<file path="src/rtl/lanectrl_pause_pkg.sv">
// Shared types and limits for the HS_IO clock-pause conditioner.
// Lane FSM encoding, counter width and legal parameter ranges.
package lanectrl_pause_pkg;

    localparam int unsigned CNT_W = 4;

    localparam int unsigned MIN_LANES      = 1;
    localparam int unsigned MAX_LANES      = 16;
    localparam int unsigned MIN_SYNC       = 1;
    localparam int unsigned MAX_SYNC       = 4;
    localparam int unsigned MIN_PAUSE_LIM  = 1;
    localparam int unsigned MAX_PAUSE_LIM  = 15;
    localparam int unsigned MAX_GAP_LIM    = 15;

    typedef enum logic [1:0] {
        StIdle  = 2'd0,
        StPause = 2'd1,
        StGap   = 2'd2
    } lane_state_e;

endpackage

</file>
<file path="src/rtl/lanectrl_pause_ctrl_if.sv">
// Per-lane pause request/enable inputs and conditioned pause outputs.
// The conditioner uses the slave modport; the request source uses master.
interface lanectrl_pause_ctrl_if #(
    parameter int unsigned NUM_LANES = 4
) ();
    logic [NUM_LANES-1:0] HS_IO_CLK_PAUSE;
    logic [NUM_LANES-1:0] LANE_ENABLE;
    logic [NUM_LANES-1:0] HS_IO_CLK_PAUSE_SYNC;
    logic                 PAUSE_ACTIVE;
    logic [NUM_LANES-1:0] PAUSE_DEFERRED;

    modport master (
        output HS_IO_CLK_PAUSE,
        output LANE_ENABLE,
        input  HS_IO_CLK_PAUSE_SYNC,
        input  PAUSE_ACTIVE,
        input  PAUSE_DEFERRED
    );

    modport slave (
        input  HS_IO_CLK_PAUSE,
        input  LANE_ENABLE,
        output HS_IO_CLK_PAUSE_SYNC,
        output PAUSE_ACTIVE,
        output PAUSE_DEFERRED
    );
endinterface

</file>
<file path="src/rtl/lanectrl_pause_lane.sv">
// One lane: request synchroniser, IDLE/PAUSE/GAP stretcher with deferred
// re-pause, and an optional falling-edge retiming flop on the output.
module lanectrl_pause_lane
    import lanectrl_pause_pkg::*;
#(
    parameter int unsigned SYNC_STAGES      = 2,
    parameter int unsigned MIN_PAUSE_CYCLES = 2,
    parameter int unsigned MIN_GAP_CYCLES   = 1,
    parameter bit          FALL_EDGE_OUT    = 1'b0
) (
    input  logic clk_i,
    input  logic rst_i,
    input  logic req_i,
    input  logic en_i,
    output logic pause_d_o,
    output logic pause_o,
    output logic deferred_o
);
    localparam logic [CNT_W-1:0] PauseLast = CNT_W'(MIN_PAUSE_CYCLES - 1);
    localparam int unsigned      GapLastI  = (MIN_GAP_CYCLES > 0) ? MIN_GAP_CYCLES - 1 : 0;
    localparam logic [CNT_W-1:0] GapLast   = CNT_W'(GapLastI);

    (* async_reg = "true", keep = "true" *) logic [SYNC_STAGES-1:0] sync_q;
    logic [SYNC_STAGES-1:0] sync_d;
    logic                   req_s;

    lane_state_e      state_q, state_d;
    logic [CNT_W-1:0] cnt_q, cnt_d;
    logic             pend_q, pend_d;
    logic             pause_q, pause_d;
    logic             defer_q, defer_d;

    always_comb begin
        sync_d[0] = req_i;
        for (int i = 1; i < SYNC_STAGES; i++) begin
            sync_d[i] = sync_q[i-1];
        end
    end

    assign req_s = sync_q[SYNC_STAGES-1];

    always_ff @(posedge clk_i or posedge rst_i) begin
        if (rst_i) sync_q <= '0;
        else       sync_q <= sync_d;
    end

    always_comb begin
        state_d = state_q;
        cnt_d   = cnt_q;
        pend_d  = pend_q;
        defer_d = 1'b0;
        if (!en_i) begin
            state_d = StIdle;
            cnt_d   = '0;
            pend_d  = 1'b0;
        end else begin
            unique case (state_q)
                StIdle: begin
                    if (req_s) begin
                        state_d = StPause;
                        cnt_d   = '0;
                    end
                end
                StPause: begin
                    // Counter saturates at the last minimum-width cycle.
                    if (cnt_q != PauseLast) begin
                        cnt_d = cnt_q + 1'b1;
                    end else if (!req_s) begin
                        cnt_d   = '0;
                        state_d = (MIN_GAP_CYCLES > 0) ? StGap : StIdle;
                    end
                end
                StGap: begin
                    cnt_d = cnt_q + 1'b1;
                    if (req_s && !pend_q) begin
                        pend_d  = 1'b1;
                        defer_d = 1'b1;
                    end
                    if (cnt_q == GapLast) begin
                        cnt_d = '0;
                        if (pend_q || req_s) begin
                            pend_d  = 1'b0;
                            state_d = StPause;
                        end else begin
                            state_d = StIdle;
                        end
                    end
                end
                default: state_d = StIdle;
            endcase
        end
        pause_d = (state_d == StPause);
    end

    always_ff @(posedge clk_i or posedge rst_i) begin
        if (rst_i) begin
            state_q <= StIdle;
            cnt_q   <= '0;
            pend_q  <= 1'b0;
            pause_q <= 1'b0;
            defer_q <= 1'b0;
        end else begin
            state_q <= state_d;
            cnt_q   <= cnt_d;
            pend_q  <= pend_d;
            pause_q <= pause_d;
            defer_q <= defer_d;
        end
    end

    if (FALL_EDGE_OUT) begin : g_fall
        logic fall_q;
        // Reset stays asynchronous so the output drops without waiting for an edge.
        always_ff @(negedge clk_i or posedge rst_i) begin
            if (rst_i) fall_q <= 1'b0;
            else       fall_q <= pause_q;
        end
        assign pause_o = fall_q;
    end else begin : g_rise
        assign pause_o = pause_q;
    end

    assign pause_d_o  = pause_d;
    assign deferred_o = defer_q;

endmodule

</file>
<file path="src/rtl/lanectrl_pause_ctrl.sv">
// Multi-lane HS_IO clock-pause conditioner: independent per-lane stretchers
// plus a registered any-lane-paused flag.
module lanectrl_pause_ctrl
    import lanectrl_pause_pkg::*;
#(
    parameter int unsigned NUM_LANES        = 4,
    parameter int unsigned SYNC_STAGES      = 2,
    parameter int unsigned MIN_PAUSE_CYCLES = 2,
    parameter int unsigned MIN_GAP_CYCLES   = 1,
    parameter bit          FALL_EDGE_OUT    = 1'b0
) (
    input  logic                 CLK,
    input  logic                 RESET,
    lanectrl_pause_ctrl_if.slave bus
);
    if (NUM_LANES < MIN_LANES || NUM_LANES > MAX_LANES) begin : g_bad_lanes
        $error("NUM_LANES out of range");
    end
    if (SYNC_STAGES < MIN_SYNC || SYNC_STAGES > MAX_SYNC) begin : g_bad_sync
        $error("SYNC_STAGES out of range");
    end
    if (MIN_PAUSE_CYCLES < MIN_PAUSE_LIM || MIN_PAUSE_CYCLES > MAX_PAUSE_LIM) begin : g_bad_pause
        $error("MIN_PAUSE_CYCLES out of range");
    end
    if (MIN_GAP_CYCLES > MAX_GAP_LIM) begin : g_bad_gap
        $error("MIN_GAP_CYCLES out of range");
    end

    logic [NUM_LANES-1:0] pause_d;
    logic [NUM_LANES-1:0] pause_out;
    logic [NUM_LANES-1:0] deferred;
    logic                 active_q, active_d;

    for (genvar g = 0; g < NUM_LANES; g++) begin : g_lane
        lanectrl_pause_lane #(
            .SYNC_STAGES     (SYNC_STAGES),
            .MIN_PAUSE_CYCLES(MIN_PAUSE_CYCLES),
            .MIN_GAP_CYCLES  (MIN_GAP_CYCLES),
            .FALL_EDGE_OUT   (FALL_EDGE_OUT)
        ) u_lane (
            .clk_i     (CLK),
            .rst_i     (RESET),
            .req_i     (bus.HS_IO_CLK_PAUSE[g]),
            .en_i      (bus.LANE_ENABLE[g]),
            .pause_d_o (pause_d[g]),
            .pause_o   (pause_out[g]),
            .deferred_o(deferred[g])
        );
    end

    // Built from next-state so the flag moves on the same edge as each pause bit.
    always_comb active_d = |pause_d;

    always_ff @(posedge CLK or posedge RESET) begin
        if (RESET) active_q <= 1'b0;
        else       active_q <= active_d;
    end

    assign bus.HS_IO_CLK_PAUSE_SYNC = pause_out;
    assign bus.PAUSE_ACTIVE         = active_q;
    assign bus.PAUSE_DEFERRED       = deferred;

endmodule
</file>
<file path="src/flat_wrapper.sv">
// flat-port wrapper written by rule: the top's interface ports become plain ports
module lanectrl_pause_ctrl_flat import lanectrl_pause_pkg::*;
#(
    parameter int unsigned NUM_LANES        = 4,
    parameter int unsigned SYNC_STAGES      = 2,
    parameter int unsigned MIN_PAUSE_CYCLES = 2,
    parameter int unsigned MIN_GAP_CYCLES   = 1,
    parameter bit          FALL_EDGE_OUT    = 1'b0
)
  (CLK, RESET, bus_HS_IO_CLK_PAUSE, bus_LANE_ENABLE, bus_HS_IO_CLK_PAUSE_SYNC, bus_PAUSE_ACTIVE, bus_PAUSE_DEFERRED);
  lanectrl_pause_ctrl_if #(.NUM_LANES(NUM_LANES)) bus_i ();
  input  logic CLK;
  input  logic RESET;
  input wire logic [$bits(bus_i.HS_IO_CLK_PAUSE)-1:0] bus_HS_IO_CLK_PAUSE;
  input wire logic [$bits(bus_i.LANE_ENABLE)-1:0] bus_LANE_ENABLE;
  output wire logic [$bits(bus_i.HS_IO_CLK_PAUSE_SYNC)-1:0] bus_HS_IO_CLK_PAUSE_SYNC;
  output wire logic [$bits(bus_i.PAUSE_ACTIVE)-1:0] bus_PAUSE_ACTIVE;
  output wire logic [$bits(bus_i.PAUSE_DEFERRED)-1:0] bus_PAUSE_DEFERRED;
  assign bus_i.HS_IO_CLK_PAUSE = bus_HS_IO_CLK_PAUSE;
  assign bus_i.LANE_ENABLE = bus_LANE_ENABLE;
  assign bus_HS_IO_CLK_PAUSE_SYNC = bus_i.HS_IO_CLK_PAUSE_SYNC;
  assign bus_PAUSE_ACTIVE = bus_i.PAUSE_ACTIVE;
  assign bus_PAUSE_DEFERRED = bus_i.PAUSE_DEFERRED;
  lanectrl_pause_ctrl #(.NUM_LANES(NUM_LANES), .SYNC_STAGES(SYNC_STAGES), .MIN_PAUSE_CYCLES(MIN_PAUSE_CYCLES), .MIN_GAP_CYCLES(MIN_GAP_CYCLES), .FALL_EDGE_OUT(FALL_EDGE_OUT)) u_core (.CLK(CLK), .RESET(RESET), .bus(bus_i));
endmodule
</file>
<file path="config.mk">
export PLATFORM = sky130hd
export DESIGN_NAME = lanectrl_pause_ctrl_flat
export DESIGN_NICKNAME = d
export VERILOG_FILES = /design/src/rtl/lanectrl_pause_pkg.sv /design/src/rtl/lanectrl_pause_ctrl_if.sv /design/src/rtl/lanectrl_pause_lane.sv /design/src/rtl/lanectrl_pause_ctrl.sv /design/src/flat_wrapper.sv
export SDC_FILE = /design/constraint.sdc
export NUM_CORES = 1
export LEC_CHECK = 0
export CELL_PAD_IN_SITES_DETAIL_PLACEMENT = 0
export CELL_PAD_IN_SITES_GLOBAL_PLACEMENT = 1
export CORE_MARGIN = 4
export CORE_UTILIZATION = 41
export DETAILED_ROUTE_END_ITERATION = 7
export GPL_ROUTABILITY_DRIVEN = 1
export GPL_TIMING_DRIVEN = 0
export PLACE_DENSITY = 0.74
export REMOVE_ABC_BUFFERS = 1
export SYNTH_ARGS = -nofsm -noshare
export SYNTH_HDL_FRONTEND = slang
export SYNTH_SLANG_ARGS = --single-unit
</file>
<file path="constraint.sdc">
create_clock -name CLK -period 2 [get_ports CLK]
set_input_delay 0.6 -clock CLK [delete_from_list [all_inputs] [get_ports CLK]]
set_output_delay 0.6 -clock CLK [all_outputs]
set_load 0.1 [all_outputs]
</file>
==> results.yml, run 1 <==
outcome:
  status: "finished with violations"
  violations: "setup timing"
logic_synthesis:
  synth.top_cells.by_area: "dfrtp_1 43%, ha_1 13%, inv_1 4.6%"
  ys_seq_area_share_pct: 42.67
  ys_warn_count: 0
  synth-edff-count: 0
  synth.most_common_cell: "dfrtp_1"
  yosysTopAreaCellShare_pct: 42.67
  synth_area_per_cell_um2: 9.701
  synth_commonest_cells: "45 x dfrtp_1, 32 x inv_1, 28 x ha_1, 19 x nand2_1, 19 x nor2_1"
  syn_inst: 272
  ys.flop_type: "dfrtp_1"
  ys_types: 43
  synthArstFlopShare_pct: 100.0
  synth_top_area_cell: "dfrtp_1"
  ys_seq_elements: 45
  netlist_area_um2: 2639
floorplanning:
  dieArea_um2: 7784
  core_area_um2: 6096
  die_height_um: 88.23
  rows: 28
  die_w_um: 88.23
  start_util_pct: 43.29
  ioPinCount: 19
sta:
  finalCritPeriodShare_pct: 101.4
  worstMarginPinSlew_ns: 0.5474
  setup_viol: 1
  hold_viol: 0
  whs_ns: 0.3517
  maxSlewViolCount: 0
  finClkSkew_ns: 0.008694
  worst_slew_margin_rel_pct: 63.67
  setup_slack_ns: -0.02853
  max_freq_mhz: 493.0
  min_period_ns: 2.029
  rsz0062_at_grt: "yes"
cts:
  clk_pin_slew_ns: 0.09
  clock_sinks: 45
  holdBufCountCts: 0
  insertion_delay_ns: 0.30
  cts_buffers: 5
  htree_levels: 2
  cts_tree: "done"
  root_buffer: "clkbuf_8"
  clk_path_buf_depth: 2
global_route:
  grt_use_total_pct: 14.66
  grt_pass1_wl_um: 9135
  busiest_layer: "met2"
  grt_max_degree: 37
  grt_pass1_vias: 2032
  antenna_found_initial: 0
  grt-ovfl-total: 0
  use_met1_pct: 19.94
  grtUsageMet2_pct: 22.77
  gr-usage-met3_pct: 3.166
detailed_routing:
  drtPass1Iterations: 4
  routedWlPerCell_um: 13.44
  drc: 0
  detail-route-antenna-nets: 0
  vias_per_cell: 5.251
  vias: 2027
  drt_iter0_markers: 55
  wl_um: 5186
finish:
  n_antenna_cell: 0
  nets: 348
  synthToLayoutAreaGrowth_pct: 24.80
  drive_above_1_share_pct: 24.44
  final_cell_area_um2: 3293
worst_setup_path:
  cp_slowest_stage_delay_ns: 0.50
  path_buf_inv: 1
  r2r_setup_slack_ns: -0.03
  startpoint_type: "flop"
  worstPathCellList: "inv_1 > ha_1 > nor3b_2 > nand2b_4 > a2111oi_4 > nor2_2 > or4_1"
  arrival_ns: 2.21
  path_delay_family: "simple AND/OR/NAND/NOR gates"
  path_max_fanout: 3
  setup.worst_path.class: "flop to flop"
  crit_slowest_cell: "or4_1"
  cp-end-kind: "flop"
  required_ns: 2.18
power_and_ir_drop:
  vdd_drop_max_uv: 365.1
  finalPower_mw: 2.079
  powerDensity_nw_per_um2: 631.2
  p_leak_nw: 1.470
placement:
  gp_congestion: 0.7472
  dpl_worst_slack_ns: -0.3320
  dp_hpwl_um: 3456
  placed_area_um2: 2873
  portBuffers: 18
hold_path:
  min_path_type: "flop to flop"
run:
  drv_cap: 0
where the power goes:
group,switching (mW),total [mW],internal [mW]
Clock,0.326,0.732,0.407
Combinational,0.245,0.383,0.138
Sequential,0.0239,0.963,0.939
Total,0.594,2.08,1.48
routing by layer:
metal / vias to the layer above / part of all wire, %
met5: - / 0
met4: 0 / 1.3
met3: 7 / 3.8
met2: 41 / 46
met1: 965 / 49
li1: 1014 / -
cell type report:
cell class | count | area (um2)
fillers | 565 | 2803
clock buffers | 6 | 82.58
well taps | 75 | 93.84
flip-flops and latches | 45 | 1126
repair buffers | 39 | 361.6
clock inverters | 2 | 37.54
multi-input cells | 187 | 1471
inverters | 32 | 120.1
worst paths after layout:
check                                                             start                                            to  depth (start not counted)
hold / removal              u_core.g_lane[3].u_lane.sync_q[0]$_DFF_PP0_   u_core.g_lane[3].u_lane.sync_q[1]$_DFF_PP0_                          0
min in group asynchronous                                         RESET    u_core.g_lane[1].u_lane.pend_q$_DFFE_PP0P_                          2
max in group asynchronous                                         RESET  u_core.g_lane[0].u_lane.cnt_q[1]$_DFFE_PP0P_                          3
setup reg to reg           u_core.g_lane[0].u_lane.cnt_q[0]$_DFFE_PP0P_             u_core.bus.PAUSE_ACTIVE$_DFF_PP0_                          7
hold reg to reg             u_core.g_lane[3].u_lane.sync_q[0]$_DFF_PP0_   u_core.g_lane[3].u_lane.sync_q[1]$_DFF_PP0_                          0
setup / recovery           u_core.g_lane[0].u_lane.cnt_q[0]$_DFFE_PP0P_             u_core.bus.PAUSE_ACTIVE$_DFF_PP0_                          7
flip-flops by register name, summed over array words and instances (netlist names):
register / count
u_core.bus.PAUSE_ACTIVE: 1
u_core.g_lane.u_lane.cnt_q: 16
u_core.g_lane.u_lane.deferred_o: 4
u_core.g_lane.u_lane.pause_o: 4
u_core.g_lane.u_lane.pend_q: 4
u_core.g_lane.u_lane.state_q: 8
u_core.g_lane.u_lane.sync_q: 8
cells in the final DEF (no fill, tap or decap), types with 4 or more instances in the layout:
cell type        synthesis  routed
nor3_1                   6       6
o21ai_0                 17      16
nor2b_1                  8       6
a22o_1                   4       4
nand2_1                 19      19
clkdlybuf4s50_1          0       9
nand2b_1                11      10
nor2_2                   1       4
a21oi_1                  9       9
or3b_4                   1       4
clkdlybuf4s15_2          0       9
inv_1                   32      27
o22ai_1                  6       6
mux2i_1                  4       4
dfrtp_1                 45      45
inv_2                    0       5
clkbuf_8                 0       6
nor2_1                  19      16
nor3b_2                  1       4
ha_1                    28      24
nand3_1                  5       4
buf_4                    8      20
kinds of logic (layout without fill, tap and decap cells):
kind of cell,count (synthesis),in the layout,synth area share (%)
adder cells (fa/ha/maj),28,28,13.28
multiplexers,4,4,1.517
buffers and inverters,40,79,6.828
flip-flops,45,45,42.67
AND/OR/NAND/NOR,92,92,19.39
AO/OA/AOI/OAI,63,63,16.31
timing repair:
item / CTS / global route
pin swaps: 6 / 4
setup endpoints to repair: 12 / 7
gates resized for setup: 50 / 13
buffers inserted: 16 / 4
stage by stage:
stage | TNS (ns) | instances | util, %
3_3_place_gp | -29.15 | 357 | 46.80
6_report | -0.02853 | 386 | 54.02
2_1_floorplan | -0.02723 | 264 | -
4_1_cts | -0.03353 | 382 | 52.91
3_5_place_dp | -0.7466 | 358 | 47.13
5_1_grt | -0.1858 | 386 | 54.02
Power figures use the tool's default switching activity.
==> inputs of run 2 (changes only) <==
--- a/config.mk
+++ b/config.mk
@@ -5,14 +5,12 @@
 export SDC_FILE = /design/constraint.sdc
 export NUM_CORES = 1
 export LEC_CHECK = 0
-export CELL_PAD_IN_SITES_DETAIL_PLACEMENT = 0
-export CELL_PAD_IN_SITES_GLOBAL_PLACEMENT = 1
 export CORE_MARGIN = 4
-export CORE_UTILIZATION = 41
+export CORE_UTILIZATION = 53
 export DETAILED_ROUTE_END_ITERATION = 7
 export GPL_ROUTABILITY_DRIVEN = 1
 export GPL_TIMING_DRIVEN = 0
-export PLACE_DENSITY = 0.74
+export PLACE_DENSITY = 0.75
 export REMOVE_ABC_BUFFERS = 1
 export SYNTH_ARGS = -nofsm -noshare
 export SYNTH_HDL_FRONTEND = slang
==> results.yml, run 2 (synthesis results as in run 1) <==
outcome:
  status: "finished with violations"
  violations: "setup timing"
finish:
  mostFrequentLayoutCells: "43 x dfrtp_1, 27 x inv_1, 27 x buf_4, 20 x ha_1, 19 x nand2_1"
  n_antenna_cell: 0
  fin_cells: 386
  synthToLayoutAreaGrowth_pct: 27.74
  regMostFlops: "u_core.g_lane.u_lane.cnt_q"
  final_common_cell: "dfrtp_1"
  largest_reg_flops: 16
  largestRegisters: "u_core.g_lane.u_lane.cnt_q: 16 flops, u_core.g_lane.u_lane.state_q: 8 flops, u_core.g_lane.u_lane.sync_q: 8 flops"
  final_core_utilization_pct: 70.43
  nets: 356
  drive_above_1_share_pct: 28.53
  final_cell_area_um2: 3371
floorplanning:
  die_w_um: 78.56
  dieArea_um2: 6172
  die_height_um: 78.56
  ioPinCount: 19
  core_area_um2: 4786
  rows: 25
  start_util_pct: 55.14
cts:
  clock_sinks: 45
  insertion_delay_ns: 0.29
  holdBufCountCts: 0
  clk_pin_slew_ns: 0.09
  root_buffer: "clkbuf_8"
  clk_path_buf_depth: 2
  cts_buffers: 5
  cts_tree: "done"
  htree_levels: 2
worst_setup_path:
  r2r_setup_slack_ns: -0.12
  cp_slowest_stage_delay_ns: 0.54
  required_ns: 2.17
  crit_slowest_cell: "or4_1"
  r2r-start: "u_core.g_lane[1].u_lane.cnt_q[0]$_DFFE_PP0P_"
  arrival_ns: 2.29
  r2r-end: "u_core.bus.PAUSE_ACTIVE$_DFF_PP0_"
  cp-end-kind: "flop"
  setup.worst_path.class: "flop to flop"
  path_delay_family: "simple AND/OR/NAND/NOR gates"
  path_buf_inv: 1
  worstPathCellList: "inv_1 > ha_1 > or3b_1 > a31oi_1 > a211oi_2 > or4_1"
  startpoint_type: "flop"
  path_max_fanout: 4
  crit_cells: 6
  worstSetupEndpoint: "u_core.bus.PAUSE_ACTIVE$_DFF_PP0_"
  r2r_cells: 6
  critPathLaunch: "u_core.g_lane[1].u_lane.cnt_q[0]$_DFFE_PP0P_"
detailed_routing:
  drt_iter0_markers: 122
  detail-route-antenna-nets: 0
  met1_length_um: 2353
  routedWlPerCell_um: 14.42
  wl_um: 5566
  drtPass1Iterations: 4
  met3WireLength_um: 204
  vias: 2125
  wl_met2_um: 2923
  dr.max_layer_used: "met4"
  drc: 0
  vias_per_cell: 5.505
sta:
  setup_slack_ns: -0.1230
  worstMarginPinSlew_ns: 0.5500
  finClkSkew_ns: 0.007831
  hold_viol: 0
  finalCritPeriodShare_pct: 106.2
  max_freq_mhz: 471.0
  maxSlewViolCount: 0
  rsz0062_at_grt: "yes"
  setup_viol: 1
  whs_ns: 0.3546
  worst_slew_margin_rel_pct: 63.50
  min_period_ns: 2.123
placement:
  gp_congestion: 0.8226
  dpl_worst_slack_ns: -0.3362
  place_inst: 350
  dp_hpwl_um: 3319
  placed_area_um2: 2863
  portBuffers: 18
hold_path:
  min_path_type: "flop to flop"
run:
  drv_cap: 0
global_route:
  grt_pass1_vias: 2143
  grt_pass1_wl_um: 9135
  grt_max_degree: 32
  grt_use_total_pct: 18.37
  grt-ovfl-total: 0
  antenna_found_initial: 0
power_and_ir_drop:
  vdd_drop_max_uv: 547.2
  p_leak_nw: 1.518
  p_int_mw: 1.409
  swShare_pct: 29.77
  comb_power_share_pct: 20.6
  power_frac_clock_pct: 31.3
  power_frac_seq_pct: 48.2
  p_switching_mw: 0.5972
  powerDensity_nw_per_um2: 595.1
[run 2: worst min-delay path by stage]
stage,slack (ns),start,end,depth (start not counted)
final,0.35,u_core.g_lane[3].u_lane.sync_q[0]$_DFF_PP0_,u_core.g_lane[3].u_lane.sync_q[1]$_DFF_PP0_,0
after detailed placement,0.34,u_core.g_lane[3].u_lane.sync_q[0]$_DFF_PP0_,u_core.g_lane[3].u_lane.sync_q[1]$_DFF_PP0_,0
after floorplan,0.33,u_core.g_lane[0].u_lane.sync_q[0]$_DFF_PP0_,u_core.g_lane[0].u_lane.sync_q[1]$_DFF_PP0_,0
after CTS,0.36,u_core.g_lane[3].u_lane.sync_q[0]$_DFF_PP0_,u_core.g_lane[3].u_lane.sync_q[1]$_DFF_PP0_,0
after global routing,0.37,u_core.g_lane[3].u_lane.sync_q[0]$_DFF_PP0_,u_core.g_lane[3].u_lane.sync_q[1]$_DFF_PP0_,0
after global placement,0.33,u_core.g_lane[2].u_lane.sync_q[0]$_DFF_PP0_,u_core.g_lane[2].u_lane.sync_q[1]$_DFF_PP0_,0
[run 2: per-layer routing]
layer	track usage [%]	up-vias
met3	3.784	10
met5	0	-
li1	-	1019
met4	5.420	0
met2	33.19	46
met1	21.82	1050
[run 2: power by group through the flow]
stage,clock (mW),sequential (mW),combinational [mW]
6_report,0.627,0.966,0.412
5_1_grt,0.667,0.971,0.448
4_1_cts,0.632,0.963,0.379
3_5_place_dp,0,0.984,0.329
3_3_place_gp,0,0.983,0.320
2_1_floorplan,0,1.07,0.155
[run 2: worst register-to-register path: cells and delay by family, from the launching register on]
family / cells / cell delay, ns
adders and majority gates: 1 / 0.14
DFF: 1 / 0.42
AOI/OAI and AO/OA: 2 / 0.42
buffers and inverters: 1 / 0.07
and+or+nand+nor: 2 / 0.96
[run 2: cell type report]
cell class              instances  area [um2]
multi-input cells             187        1511
fillers                       351        1415
flip-flops and latches         45        1129
repair buffers                 47       425.4
inverters                      32       120.1
clock buffers                   7       96.34
well taps                      67       83.83
clock inverters                 1       5.005
[run 2: timing repair]
item,4_1_cts,5_1_grt
setup buffers,22,6
pin swaps,10,10
setup endpoints to repair,12,12
resized for setup,52,24
[run 2: through the flow]
stage | power (mW) | setup TNS (ns)
after floorplan | 1.221 | -0.02723
after detailed placement | 1.314 | -0.7435
after CTS | 1.975 | -0.07306
after global routing | 2.087 | -0.6470
final | 2.006 | -0.1230
after global placement | 1.303 | -26.02
